## src/rtl/water_valve_arbiter.sv

```systemverilog
// Round-robin arbiter sharing one mains inlet and one drain pump between N machines,
// with a hold-time limit, a dead gap between owners, fill/drain interlock and mains cut-off.

module water_valve_channel #(
  parameter int unsigned N        = 4,
  parameter int unsigned MAX_HOLD = 64,
  parameter int unsigned GAP      = 2
) (
  input  logic         clk,
  input  logic         reset,
  input  logic         enable,
  input  logic [N-1:0] req,
  input  logic [N-1:0] block,
  output logic [N-1:0] gnt,
  output logic [N-1:0] gnt_next_c,
  output logic [N-1:0] expire_c
);
  localparam int unsigned IW = $clog2(N);
  localparam int unsigned HW = $clog2(MAX_HOLD + 1);
  localparam int unsigned GW = $clog2(GAP + 1);
  localparam logic [N-1:0]  ONE      = N'(1);
  localparam logic [HW-1:0] HOLD_MAX = HW'(MAX_HOLD);
  localparam logic [GW-1:0] GAP_LAST = GW'(GAP - 1);

  typedef enum logic [1:0] {S_IDLE, S_GRANT, S_GAPW} state_t;

  state_t        state;
  logic [IW-1:0] ptr;
  logic [IW-1:0] owner;
  logic [IW-1:0] pick_idx;
  logic          pick_found;
  logic [HW-1:0] hold;
  logic [GW-1:0] gcnt;
  logic [N-1:0]  lockout;
  logic [N-1:0]  elig;
  logic          drop;
  logic          expire;

  function automatic logic [IW-1:0] wrap_inc(input logic [IW-1:0] base, input int unsigned k);
    int unsigned s;
    s = 32'(base) + k;
    if (s >= N) s = s - N;
    return IW'(s);
  endfunction

  assign elig   = req & ~lockout & ~block & {N{enable}};
  assign drop   = !enable || !req[owner];
  assign expire = (state == S_GRANT) && !drop && (hold == HOLD_MAX);

  assign expire_c = expire ? (ONE << owner) : '0;

  // First eligible requester at or after ptr; the smallest offset is written last and wins.
  always_comb begin
    pick_found = 1'b0;
    pick_idx   = '0;
    for (int unsigned k = 0; k < N; k++) begin
      if (elig[wrap_inc(ptr, N - 1 - k)]) begin
        pick_found = 1'b1;
        pick_idx   = wrap_inc(ptr, N - 1 - k);
      end
    end
  end

  // Grant value for the coming edge; the other channel uses it to avoid a same-cycle clash.
  always_comb begin
    gnt_next_c = '0;
    case (state)
      S_IDLE:  if (pick_found) gnt_next_c = ONE << pick_idx;
      S_GRANT: if (!(drop || expire)) gnt_next_c = gnt;
      default: gnt_next_c = '0;
    endcase
  end

  always_ff @(posedge clk or posedge reset) begin
    if (reset) begin
      state   <= S_IDLE;
      gnt     <= '0;
      ptr     <= '0;
      owner   <= '0;
      hold    <= '0;
      gcnt    <= '0;
      lockout <= '0;
    end else begin
      gnt     <= gnt_next_c;
      lockout <= lockout & req;
      case (state)
        S_IDLE: begin
          if (pick_found) begin
            state <= S_GRANT;
            owner <= pick_idx;
            hold  <= HW'(1);
            ptr   <= wrap_inc(pick_idx, 32'd1);
          end
        end
        S_GRANT: begin
          if (drop || expire) begin
            state <= S_GAPW;
            gcnt  <= '0;
          end else begin
            hold <= hold + HW'(1);
          end
          // Timed-out owner stays locked out until it drops its request.
          if (expire) lockout[owner] <= 1'b1;
        end
        S_GAPW: begin
          if (gcnt == GAP_LAST) state <= S_IDLE;
          else                  gcnt  <= gcnt + GW'(1);
        end
        default: state <= S_IDLE;
      endcase
    end
  end

endmodule

module water_valve_arbiter #(
  parameter int unsigned N        = 4,
  parameter int unsigned MAX_HOLD = 64,
  parameter int unsigned GAP      = 2
) (
  input  logic         clk,
  input  logic         reset,
  input  logic         mains_ok,
  input  logic [N-1:0] fill_req,
  input  logic [N-1:0] drain_req,
  output logic [N-1:0] fill_gnt,
  output logic [N-1:0] drain_gnt,
  output logic         fill_busy,
  output logic         drain_busy,
  output logic [N-1:0] timeout
);
  logic [N-1:0] fill_next;
  logic [N-1:0] drain_next;
  logic [N-1:0] fill_expire;
  logic [N-1:0] drain_expire;

  water_valve_channel #(.N(N), .MAX_HOLD(MAX_HOLD), .GAP(GAP)) u_fill (
    .clk        (clk),
    .reset      (reset),
    .enable     (mains_ok),
    .req        (fill_req),
    .block      (drain_gnt),
    .gnt        (fill_gnt),
    .gnt_next_c (fill_next),
    .expire_c   (fill_expire)
  );

  // Drain also avoids whatever fill is about to grant, so fill wins a same-cycle tie.
  water_valve_channel #(.N(N), .MAX_HOLD(MAX_HOLD), .GAP(GAP)) u_drain (
    .clk        (clk),
    .reset      (reset),
    .enable     (1'b1),
    .req        (drain_req),
    .block      (fill_gnt | fill_next),
    .gnt        (drain_gnt),
    .gnt_next_c (drain_next),
    .expire_c   (drain_expire)
  );

  always_ff @(posedge clk or posedge reset) begin
    if (reset) begin
      fill_busy  <= 1'b0;
      drain_busy <= 1'b0;
      timeout    <= '0;
    end else begin
      fill_busy  <= |fill_next;
      drain_busy <= |drain_next;
      timeout    <= fill_expire | drain_expire;
    end
  end

endmodule

```

## config.mk

```make
export PLATFORM = sky130hd
export DESIGN_NAME = water_valve_arbiter
export DESIGN_NICKNAME = d
export VERILOG_FILES = /design/src/rtl/water_valve_arbiter.sv
export SDC_FILE = /design/constraint.sdc
export NUM_CORES = 1
export LEC_CHECK = 0
export ABC_AREA = 1
export CELL_PAD_IN_SITES_DETAIL_PLACEMENT = 1
export CELL_PAD_IN_SITES_GLOBAL_PLACEMENT = 1
export CORE_ASPECT_RATIO = 0.5
export CORE_UTILIZATION = 30
export CTS_BUF_LIST = sky130_fd_sc_hd__clkbuf_8
export DETAILED_ROUTE_END_ITERATION = 12
export PLACE_DENSITY_LB_ADDON = 0.1
export SYNTH_ARGS = -nofsm -noshare
export SYNTH_HDL_FRONTEND = slang
export SYNTH_SLANG_ARGS = --single-unit
```

## constraint.sdc

```tcl
create_clock -name clk -period 4 [get_ports clk]
set_input_delay 0.8 -clock clk [delete_from_list [all_inputs] [get_ports clk]]
set_output_delay 0.8 -clock clk [all_outputs]
set_load 0.02 [all_outputs]
```

Yosys cells after proc, flatten, opt, wreduce, memory -nomap -nowiden
Cells that the tools add are included.

operators by class
  eq/ne operators = 18
  mux-type cells = 82
  $mul = 0
  magnitude comparators = 22
  $add $sub $neg = 22
  reductions and logical operators = 29
  divide/modulo/power cells = 0
  bitwise logic cells = 15
  shifts and indexed selects = 4

operator list
  operator             number
  $mux 2               28
  $mux 4               10
  $lt 2x3->1 const B   10
  $and 4x4->4          7
  $mux 7               4
  $pmux 7 s2           2
  $ge 3x3->1 const B   8
  $bmux 1 s2           10
  $mux 1               20
  $sub 2x1->2 const B  10
  $reduce_and 3->1     6
  $not 4->4            4
  $or 4x4->4           4
  $pmux 4 s2           2
  $shl 1x2->4 const A  4
  $add 7x1->7 const B  2
  $eq 7x7->1 const B   2
  $add 2x1->3 const B  4
  $add 2x2->3 const B  4
  $ne 2x2->1 const B   6
  $pmux 2 s3           2
  $eq 2x1->1 const B   4
  $ne 2x1->1 const B   4
  $pmux 2 s2           2
  12 further kinds     33

word-level totals
  register bits after elaboration = 52
  memories kept = 0
  word-level logic and storage cells = 209
  memory bits (read-only) = 0
  input port bits = 11
  bits in latches = 0
  output and inout bits = 14
  memory bits (writable) = 0

Longest topological paths before layout
  depth after elaboration = 26
  mapped depth = 29
  mapped depth without buffers = 28

Modules after synthesis
From an unflattened synthesis, not the netlist that was laid out.

second synthesis, totals
  cells, all modules = 443
  area total of the unflattened synthesis = 3219.3 sq um

modules (own cells, without submodules)
  module                         cells an instance  seq. area each (sq um)  area an instance (sq um)  instances
  water_valve_channel (u_fill)   211                575.6                   1508.9                    1
  water_valve_channel (u_drain)  210                575.6                   1480.2                    1
  water_valve_arbiter            22                 150.1                   230.2                     1

Worst setup path after synthesis
OpenSTA, ideal clock, no wires.

  path type = in2reg
  start point = in mains_ok
  end point = reg drain_busy
  slack = 0.689 ns
  setup time = 0.119 ns
  arrival time = 3.192 ns
  stages on the path = 26
  data required time = 3.881 ns
  buffers on the path = 0
  path through = nand2_1 clkinv_1 nand3_1 nand2_1 nand2_2 nand2_1 a21oi_1 a21oi_1 o21ai_0 inv_1 ha_1 nand3_2 nand4_1 nand2_1 nand2_1 nand2_1 inv_1 nand2_1 nand2_1 nand2_1 inv_1 ha_1 nand3_1 nand2_1 nor2_1 nand2_1

between the ends
  longest elaborated chain between the ends = 23
  elaborated cells between the ends (all ways) = 50
  classes of those cells = 2 x shift; 37 x mux; 4 x bitwise; 7 x reduce/logical

RTL lines
  item                          RTL line  RTL
  start: declaration            123       input logic mains_ok,
  $and 4x4->4 *                 46        assign elig = req & ~lockout & ~block & {N{enable}};
  $bmux 1 s2                    57        if (elig[wrap_inc(ptr, N - 1 - k)]) begin
  $mux 1 (implied by the code)  57
  $mux 2 (3 in a row)           57
  $mux 2 *                      57
  via u_fill.pick_idx[0]        30        logic [IW-1:0] pick_idx;
  $shl 1x2->4 *                 68        S_IDLE: if (pick_found) gnt_next_c = ONE << pick_idx;
  $mux 4 *                      68
  [6 not listed]                n/a
  $mux 2 (3 in a row)           57
  $mux 2 *                      57
  via u_drain.pick_idx[0]       30
  $shl 1x2->4 *                 68
  $mux 4 *                      68
  $pmux 4 s2 *                  67        case (state)
  via drain_next[0]             133       logic [N-1:0] drain_next;
  $reduce_or 4->1 *             167       drain_busy <= |drain_next;
  end signal: assignment        167
  end: declaration              129       output logic drain_busy,

The timed path passes the listed nets; every way through them passes the cells marked *. The select of a mux whose other input is x is not followed.
A chain may end at the register's enable or synchronous reset.

Final worst setup path
  start point = in fill_req[1]
  end point = reg drain_busy

between the ends
  longest elaborated chain between the ends = 25
  elaborated cells between the ends (all ways) = 54
  classes of those cells = 2 x shift; 39 x mux; 6 x bitwise; 7 x reduce/logical

RTL lines
  item                          RTL line  RTL
  start: declaration            124       input logic [N-1:0] fill_req,
  $and 4x4->4 (3 in a row)      46
  $bmux 1 s2                    57
  $mux 1 (implied by the code)  57
  $mux 2 (4 in a row)           57
  $shl 1x2->4                   68
  $mux 4                        68
  $pmux 4 s2 *                  67
  $or 4x4->4 *                  154       .block (fill_gnt | fill_next),
  [4 not listed]                n/a
  $mux 2 (3 in a row)           57
  $mux 2 *                      57
  via u_drain.pick_idx[0]       30
  $shl 1x2->4 *                 68
  $mux 4 *                      68
  $pmux 4 s2 *                  67
  via drain_next[0]             133
  $reduce_or 4->1 *             167

Marked as above.

==> reports/qor.yml <==
run_status:
  outcome: "completed"
power_and_ir_drop:
  power.total_mw: 3.05
  p_leak_nw: 2.07
  peakVddDrop_mv: 0.253
  power_density_nw_per_um2: 756
timing:
  fin_crit_ns: 3.72
  finClkSkew_ns: 0.00884
  drv_slew: 0
  setup_violations: 0
  tns_ns: 0
  fin_crit_sh_pct: 93.0
  worst_slew_pin_slew_ns: 0.740
  max_freq_ghz: 0.269
  timing_hold_violations_final: 0
  slew_headroom_pct: 50.6
cts:
  root_buffer: "clkbuf_8"
  clock_latency_ns: 0.32
  cts.sinks: 52
  h-tree-depth: 2
  cts_tree: "yes"
  cts_buffers: 5
  clockBufferDepth: 2
  clk_pin_slew_ns: 0.10
  hold_buffers: 0
worst_setup_path:
  crit_top_cell: "nand2_1"
  crit_slowest_cell: "clkdlybuf4s50_1"
  required_ns: 4.22
  max_stage_delay_ns: 0.50
  critPathKind: "primary input to flop"
  crit_fanout: 4
  cp-start-kind: "primary input"
  end_kind: "flop"
  arrival_ns: 3.94
synthesis:
  synth_cell_type_count: 40
  synth-simple-area-share_pct: 35.7
  synthAdderAreaFrac_pct: 7.60
  synth_area_leader_cell: "dfrtp_1"
  netlist_area_um2: 3290
  synth.area.mux_share_pct: 0.304
  synthTopCellsByCount: "nand2_1 (128), dfrtp_1 (52), inv_1 (44)"
  synth_xor_xnor_area_share_pct: 1.86
  yosysTopAreaCellShare_pct: 39.5
  synthMostInstantiatedCell: "nand2_1"
  synth_cells: 422
  synth_fp_nets: 453
  synth-compound-area-share_pct: 7.95
  ys_seq_elements: 52
  async_flop_share_pct: 100
  yosys_warnings: 0
  synth_top_family_by_area: "simple AND/OR/NAND/NOR gates"
  synth_edf_count: 0
  yosys-top-cells-area: "dfrtp_1 (40%), nand2_1 (15%), ha_1 (7.6%)"
  avgSynthCellArea_um2: 7.80
  yosysSeqAreaShare_pct: 39.5
  synthFlopType: "dfrtp_1"
placement:
  gp_congestion: 0.824
  place.detailed.hpwl_um: 7020
  portBuffers: 24
routing:
  avgViaCountPerCell: 4.74
  routed_wl_um: 8910
  drc: 0
  post_drt_wl_per_cell_um: 14.5
  ant_nets: 0
  dr.first_iter.drc_count: 161
  firstDrtPassIters: 4
  vias: 2917
floorplan:
  core_um2: 10400
  rows: 26
  initial_utilization_pct: 31.5
  fp.dieH_um: 76.1
  io_pins: 25
  die_w_um: 150
  dieArea_um2: 11400
cells_and_area:
  final_nets: 506
  insertedDiodeCount: 0
  final_layout_size_suffix_gt1_share_pct: 18.7
  area_growth_pct: 22.7
global_routing:
  grt_pass1_vias: 3085
  antenna_found_initial: 0
  grt_overflow: 0
  grt_pass1_wl_um: 15000
  grt_max_degree: 32
  grt_usage_pct: 16.8
flow_run:
  drv_cap: 0
hold_path:
  worstHoldPathType: "flop to flop"
## worst max-delay path, delay by kind of cell
family          cells  cell delay [ns]
simple gates       16             1.50
compound gates      4             0.42
buf+inv             5             0.85
fa+ha+maj           2             0.36
## sequential cells by signal (all words and copies together) (netlist names), 4 cells and up
| name | count |
|---|---|
| u_drain.lockout | 4 |
| u_fill.gnt | 4 |
| timeout | 4 |
| u_drain.hold | 7 |
| u_fill.lockout | 4 |
| u_drain.gnt | 4 |
| u_fill.hold | 7 |
## final cells by class
class,instances,area (µm²)
repair buffers,50,440
fillers,1293,6400
flip-flops and latches,52,1300
multi-input cells,313,1810
clock buffers,5,68.8
well taps,140,175
clock inverters,3,38.8
inverters,53,206
## repair_timing
| action | in CTS | in global routing |
|---|---|---|
| resized for setup | 0 | 21 |
| setup buffers | 0 | 6 |
| endpoints found under the setup margin | 0 | 6 |
## power by group
part	internal, mW	switching, mW
clock	0.184	0.187
sequential	0.663	0.146
combinational	0.707	1.17
total	1.55	1.50
## stage by stage
step	setup slack, ns	hold slack [ns]	instance area, µm²	instances	utilization [%]
2_1_floorplan	0.689	0.449	3290	422	-
3_3_place_gp	-0.122	0.465	3830	602	36.7
3_5_place_dp	-0.327	0.472	3830	602	36.7
4_1_cts	0.0126	0.499	3940	610	37.7
5_1_grt	-0.0555	0.515	4040	616	38.7
6_report	0.278	0.493	4040	616	38.7
## cells in the final DEF (no fill, tap or decap), types with 2 or more instances in the layout
cell type,count
clkdlybuf4s50_1,22
buf_4,26
a21oi_2,3
dlymetal6s2s_1,2
o21ai_0,15
nor2_2,2
inv_2,7
ha_1,20
nand3_1,38
clkbuf_8,5
o21ai_2,4
o21ai_1,6
nor2_1,26
nand2_2,17
xor2_1,7
inv_1,44
nand4_1,9
nor2_4,3
nand2_1,119
a21oi_1,7
nor3_1,5
nor3b_1,5
dfrtp_1,52
nand3b_1,2
nand3_2,11
## cells by family after synthesis
logic type,Yosys count
DFF,52
muxes,1
and+or+nand+nor,243
adders and majority gates,20
AOI/OAI and AO/OA,42
buffers and inverters,57
xor gates and xnor gates,7
## final timing paths
| path | startpoint | end | slack (ns) | depth (start not counted) |
|---|---|---|---|---|
| setup / recovery | fill_req[1] | drain_busy | 0.28 | 27 |
| hold / removal | u_fill.lockout[3] | u_fill.lockout[3] | 0.49 | 2 |
| setup reg to reg | u_drain.gnt[1] | drain_busy | 0.69 | 25 |
| hold reg to reg | u_fill.lockout[3] | u_fill.lockout[3] | 0.49 | 2 |
| max in group asynchronous | reset | u_drain.lockout[1] | 2.31 | 3 |
| min in group asynchronous | reset | u_fill.gcnt[1] | 0.92 | 2 |
## routing by layer
layer	vias to the layer above	wire length, µm	GRT usage (%)
met4	0	96	3.74
li1	1469	-	-
met3	10	152	3.65
met1	1425	4490	22.8
met2	13	4160	27.5
met5	-	0	0
(Power assumes the default switching activity.)
